`src/rtl/vga_timing_generator.sv`:
```
// ----------------------------------------------------------------------------
// vga_timing_generator
//   Generates VGA raster timing (default 640x480@60 Hz) from the system clock.
//   A clock divider issues one pixel_tick every CLK_DIV clocks. The x/y counters
//   advance on that tick. Sync/blank are registered decodes of the next counter
//   value, so they line up with x/y without lag.
//
//   Optional feature macro: VGA_FRAME_COUNT_EN
//     defined   -> frame_count counts completed frames (wraps at 16'hFFFF)
//     undefined -> frame_count tied to 16'd0
//
// Ports
//   clk            in   system clock
//   rst            in   asynchronous reset, active-high
//   x, y           out  current raster position
//   active_pixels  out  visible-region qualifier
//   pixel_tick     out  one-clk strobe, counters advance on this cycle
//   line_end       out  strobe on the tick of the last pixel of a line
//   frame_end      out  strobe on the tick of the last pixel of a frame
//   VGA_HS/VGA_VS  out  horizontal / vertical sync (level set by SYNC_POL)
//   VGA_BLANK_N    out  equals active_pixels
//   VGA_SYNC_N     out  constant 0
//   VGA_CLK        out  pixel clock to the DAC (falls with pixel_tick)
//   frame_count    out  completed frames
// ----------------------------------------------------------------------------
module vga_timing_generator #(
   parameter int unsigned H_ACTIVE = 640,
   parameter int unsigned H_FRONT  = 16,
   parameter int unsigned H_SYNC   = 96,
   parameter int unsigned H_BACK   = 48,
   parameter int unsigned V_ACTIVE = 480,
   parameter int unsigned V_FRONT  = 10,
   parameter int unsigned V_SYNC   = 2,
   parameter int unsigned V_BACK   = 33,
   parameter int unsigned CLK_DIV  = 2,
   parameter bit          SYNC_POL = 1'b0
) (
   input  logic        clk,
   input  logic        rst,
   output logic [9:0]  x,
   output logic [9:0]  y,
   output logic        active_pixels,
   output logic        pixel_tick,
   output logic        line_end,
   output logic        frame_end,
   output logic        VGA_HS,
   output logic        VGA_VS,
   output logic        VGA_BLANK_N,
   output logic        VGA_SYNC_N,
   output logic        VGA_CLK,
   output logic [15:0] frame_count
);

   localparam int unsigned H_TOTAL = H_ACTIVE + H_FRONT + H_SYNC + H_BACK;
   localparam int unsigned V_TOTAL = V_ACTIVE + V_FRONT + V_SYNC + V_BACK;
   localparam int unsigned DIV_W   = (CLK_DIV > 1) ? $clog2(CLK_DIV) : 1;

   localparam logic [DIV_W-1:0] DIV_LAST = DIV_W'(CLK_DIV - 1);
   localparam logic [DIV_W-1:0] DIV_HALF = DIV_W'(CLK_DIV / 2);

   localparam logic [9:0] H_LAST = 10'(H_TOTAL - 1);
   localparam logic [9:0] V_LAST = 10'(V_TOTAL - 1);

   // 11-bit bounds so an end value of 1024 does not alias to 0
   localparam logic [10:0] H_ACT_END  = 11'(H_ACTIVE);
   localparam logic [10:0] HS_START   = 11'(H_ACTIVE + H_FRONT);
   localparam logic [10:0] HS_END     = 11'(H_ACTIVE + H_FRONT + H_SYNC);
   localparam logic [10:0] V_ACT_END  = 11'(V_ACTIVE);
   localparam logic [10:0] VS_START   = 11'(V_ACTIVE + V_FRONT);
   localparam logic [10:0] VS_END     = 11'(V_ACTIVE + V_FRONT + V_SYNC);

   logic [DIV_W-1:0] div_q, div_d;
   logic [9:0]       x_q, x_d;
   logic [9:0]       y_q, y_d;
   logic             running_q, running_d;
   logic             active_q, active_d;
   logic             hs_q, hs_d;
   logic             vs_q, vs_d;
   logic             vclk_q, vclk_d;
   logic             tick;
   logic             x_wrap;

   // Divider, counter advance and next-value sync/blank decode
   always_comb begin
      running_d = 1'b1;
      tick      = running_q && (div_q == DIV_LAST);
      x_wrap    = (x_q == H_LAST);
      div_d     = (div_q == DIV_LAST) ? '0 : div_q + DIV_W'(1);
      x_d       = x_q;
      y_d       = y_q;

      if (tick) begin
         if (x_wrap) begin
            x_d = '0;
            y_d = (y_q == V_LAST) ? '0 : y_q + 10'(1);
         end else begin
            x_d = x_q + 10'(1);
         end
      end

      active_d = running_d && ({1'b0, x_d} < H_ACT_END) && ({1'b0, y_d} < V_ACT_END);
      hs_d     = (({1'b0, x_d} >= HS_START) && ({1'b0, x_d} < HS_END)) ? SYNC_POL : ~SYNC_POL;
      vs_d     = (({1'b0, y_d} >= VS_START) && ({1'b0, y_d} < VS_END)) ? SYNC_POL : ~SYNC_POL;
      // High for the second half of the pixel period; falls as the divider wraps
      vclk_d   = (div_d >= DIV_HALF);
   end

   always_ff @(posedge clk or posedge rst) begin
      if (rst) begin
         div_q     <= '0;
         x_q       <= '0;
         y_q       <= '0;
         running_q <= 1'b0;
         active_q  <= 1'b0;
         hs_q      <= ~SYNC_POL;
         vs_q      <= ~SYNC_POL;
         vclk_q    <= 1'b0;
      end else begin
         div_q     <= div_d;
         x_q       <= x_d;
         y_q       <= y_d;
         running_q <= running_d;
         active_q  <= active_d;
         hs_q      <= hs_d;
         vs_q      <= vs_d;
         vclk_q    <= vclk_d;
      end
   end

`ifdef VGA_FRAME_COUNT_EN
   logic [15:0] fc_q, fc_d;

   // Completed-frame counter, wraps naturally at 16 bits
   always_comb begin
      fc_d = fc_q;
      if (frame_end) begin
         fc_d = fc_q + 16'(1);
      end
   end

   always_ff @(posedge clk or posedge rst) begin
      if (rst) begin
         fc_q <= '0;
      end else begin
         fc_q <= fc_d;
      end
   end

   assign frame_count = fc_q;
`else
   assign frame_count = 16'd0;
`endif

   assign x             = x_q;
   assign y             = y_q;
   assign active_pixels = active_q;
   assign pixel_tick    = tick;
   assign line_end      = tick && x_wrap;
   assign frame_end     = tick && x_wrap && (y_q == V_LAST);
   assign VGA_HS        = hs_q;
   assign VGA_VS        = vs_q;
   assign VGA_BLANK_N   = active_q;
   assign VGA_SYNC_N    = 1'b0;
   assign VGA_CLK       = vclk_q;

endmodule
```
`config.mk`:
```
export PLATFORM = sky130hd
export DESIGN_NAME = vga_timing_generator
export DESIGN_NICKNAME = d
export VERILOG_FILES = /design/src/rtl/vga_timing_generator.sv
export SDC_FILE = /design/constraint.sdc
export NUM_CORES = 1
export LEC_CHECK = 0
export ABC_CLOCK_PERIOD_IN_PS = 2000
export BUFFER_PORTS_ARGS = -buffer_cell sky130_fd_sc_hd__buf_2
export CAP_MARGIN = 20
export CORE_MARGIN = 8
export CORE_UTILIZATION = 45
export DETAILED_ROUTE_END_ITERATION = 12
export PLACE_DENSITY = 0.73
export SYNTH_ARGS = -nofsm -noshare
export SYNTH_HDL_FRONTEND = slang
export SYNTH_SLANG_ARGS = --single-unit
```
`constraint.sdc`:
```
create_clock -name clk -period 2 [get_ports clk]
set_input_delay 0 -clock clk [delete_from_list [all_inputs] [get_ports clk]]
set_output_delay 0 -clock clk [all_outputs]
set_load 0.005 [all_outputs]
```
==> flow_summary_export.csv <==
group,metric,value,unit
outcome,status,"complete, no violations",
clocking,clk_pin_slew,0.14,ns
synth,synth_seq_cells,25,
drt,dr.pass1.iters,4,
drt,drt_wl_total,3931,um
synth,ys_seq_area_frac,0.3865,
global_routing,grt_pass1_vias,1355,
power_and_ir_drop,p_per_area,537.3,mW/mm2
sta,finalSetupViolCount,0,
drt,viasPerCell,5.223,
final_layout,multi_input_area,900.9,um2
power_and_ir_drop,leakagePower,0.9626,nW
critical_path,cp_num_buf_inv,1,
synth,async_flop_share,1.000,
die,core-area,0.003578,mm2
clocking,clkLatencyLatePin,0.33,ns
final_layout,utilization,0.5668,
sta,hold_viol_final,0,
global_routing,grt_first_pass_wirelength,6403,um
clocking,cts.sinks,25,
sta,maxSlewViolCount,0,
final_layout,area_delta_synth_final,24.79,%
critical_path,worst_setup_path_end_kind,"flip-flop",
sta,layout_min_cycle_time,1.903,ns
clocking,clockBufferDepth,2,
final_layout,mostFrequentLayoutCell,"buf_2",
global_routing,grt_usage,0.1304,
synth,synth_edf_count,0,
flow_run,maxCapViolCount,0,
die,chipWidth,76.10,um
synth,yosys.area.top_type,"dfrtp_1",
synth,yosys_warnings,0,
synth,syn_avg_cell_area,9.449,um2
critical_path,critPathMaxStageDelay,0.47,ns
placement,place_inst,266,
sta,grt_setup_unrepaired,"no",
critical_path,worst-endpoint-arrival,2.16,ns
placement,hpwl,2975,um
synth,synth.distinct_cells,51,
clocking,cts-root-buf,"clkbuf_4",
sta,fin_tns_setup,0,ns
critical_path,start_kind,"flip-flop",
critical_path,critical_path.cell_chain,"nand4bb_4 > or3_4 > inv_2 > o21ai_1 > or4b_1",
placement,place_congestion,0.9382,
drt,ant_nets,0,
die,die_area,0.005791,mm2
drt,drc,0,
drt,drtIter0Drc,74,
drt,vias,1431,
placement,port_buffers,29,
synth,synth_cells,172,
synth,synth_top_area_frac,0.3541,
critical_path,crit_slowest_cell,"or3_4",
final_layout,n_antenna_cell,0,
critical_path,path_delay_family,"simple AND/OR/NAND/NOR gates",
final_layout,layout-drive-gt1-share,0.3584,
critical_path,crit_fanout,7,
global_routing,overflow,0,
final_layout,seq_area,630.6,um2
final_layout,fin_nets,232,
worst_hold_path,hp-class,"in -> async",
die,start_util,0.4542,
die,fp-row-count,22,
final_layout,layout_common_cells,"buf_2 (29), buf_4 (28), dfrtp_1 (21)",
clocking,cts-buffers-inserted,3,
final_layout,fin_cells,274,
sta,fmax,525.4,MHz
critical_path,critPathKind,"reg -> reg",
synth,synth.area.top_cells,"dfrtp_1 (35%), buf_4 (8.3%), xnor2_1 (4.8%)",
drt,wl_per_cell,14.35,um
critical_path,required,2.25,ns
global_routing,grt_max_degree,26,
clocking,htreeDepth,1,
die,fp.dieH,76.10,um
clocking,tritoncts,"built",
sta,final.period_utilization,0.9517,
synth,yosys_most_used_dff,"dfrtp_1",
synth,synth_area,0.001625,mm2
die,io_pins,47,
sta,skew,0.008503,ns
power_and_ir_drop,power,1.090,mW
final_layout,fill_cells,338,
global_routing,antenna_found_initial,0,
power_and_ir_drop,peakVddDrop,0.4397,mV
==> path summary, 6_finish.rpt <==
kind | startpoint | end | slack [ns] | cells after the start
setup / recovery | x[7] | VGA_HS | 0.1 | 5
hold / removal | rst | y[3] | 0.24 | 4
hold reg to reg | x[4] | x[4] | 0.56 | 1
setup reg to reg | x[7] | VGA_HS | 0.1 | 5
min in group clk | x[4] | x[4] | 0.56 | 1
max in group asynchronous | rst | VGA_HS | 1.46 | 4
==> final cells by class <==
type | instances | area share
inverter | 12 | 0.02221
multi-input combinational | 127 | 0.4442
sequential | 25 | 0.3109
timing repair buffer | 58 | 0.1801
tap | 48 | 0.02961
clock buffer | 4 | 0.01295
==> cells by family after synthesis <==
logic type | Yosys count | share of synthesized area
compound gates | 27 | 0.1193
xor+xnor | 11 | 0.05928
fa+ha+maj | 3 | 0.02310
buf+inv | 36 | 0.1301
flops | 25 | 0.3864
mux | 2 | 0.01309
other cells | 2 | 0.004621
simple gates | 66 | 0.2640
==> state kept, by name, indices dropped and copies added, names as in the netlist <==
name / cells
x: 10
VGA_VS: 1
VGA_BLANK_N: 1
running_q: 1
div_q: 1
y: 10
VGA_HS: 1
==> per-stage QoR <==
stage                     area (um2)  hold WS [ns]  worst slack, ns
after floorplan                 1685       0.02584          0.02458
after global placement          1912       0.06498          0.07548
after detailed placement        1912       0.06538          0.03744
after CTS                       1948        0.2479          0.02148
after global routing            2028        0.2471         0.002514
final                           2028        0.2407          0.09669
==> where the power goes <==
part | internal, mW | total, mW | switching (mW)
registers | 0.548 | 0.595 | 0.0466
clock network | 0.0782 | 0.236 | 0.157
logic | 0.126 | 0.259 | 0.133
==> layer usage <==
| metal | global-route usage | vias up | share of wire | wire length, um |
|---|---|---|---|---|
| met5 | 0 | - | 0 | 0 |
| met1 | 0.1563 | 680 | 0.41 | 1605 |
| met4 | 0.05577 | 0 | 0.023 | 91 |
| met2 | 0.2185 | 56 | 0.50 | 1952 |
| met3 | 0.02830 | 8 | 0.072 | 282 |
| li1 | - | 687 | - | - |
==> worst reg2reg max path: cells and delay by family (launching register included) <==
family / cells / cell delay (ns)
AO/OA/AOI/OAI: 1 / 0.09
buffers and inverters: 1 / 0.13
AND/OR/NAND/NOR: 3 / 1.18
flip-flops: 1 / 0.44
==> synthesized netlist by cell type (all sizes together), types with 2 or more instances <==
master	number
nor2	9
o21ai	7
xor2	2
o311ai	2
a21oi	3
a211oi	2
o2111ai	2
nand2	17
clkbuf	4
nand3	8
xnor2	9
nor3	6
o211ai	2
buf	20
ha	3
nor4	3
conb	2
a21o	2
nand4b	2
nand4	5
a31oi	2
dfstp	2
and3	3
inv	12
nor3b	3
dfrtp	23
and4b	2
==> repair_timing <==
action | CTS | global route
resized for setup | 0 | 11
setup buffers | 0 | 3
endpoints found under the setup margin | 0 | 4
hold buffers | 1 | 0
endpoints found under the hold margin | 25 | 0
No activity file was read; power rests on OpenSTA's default activity.
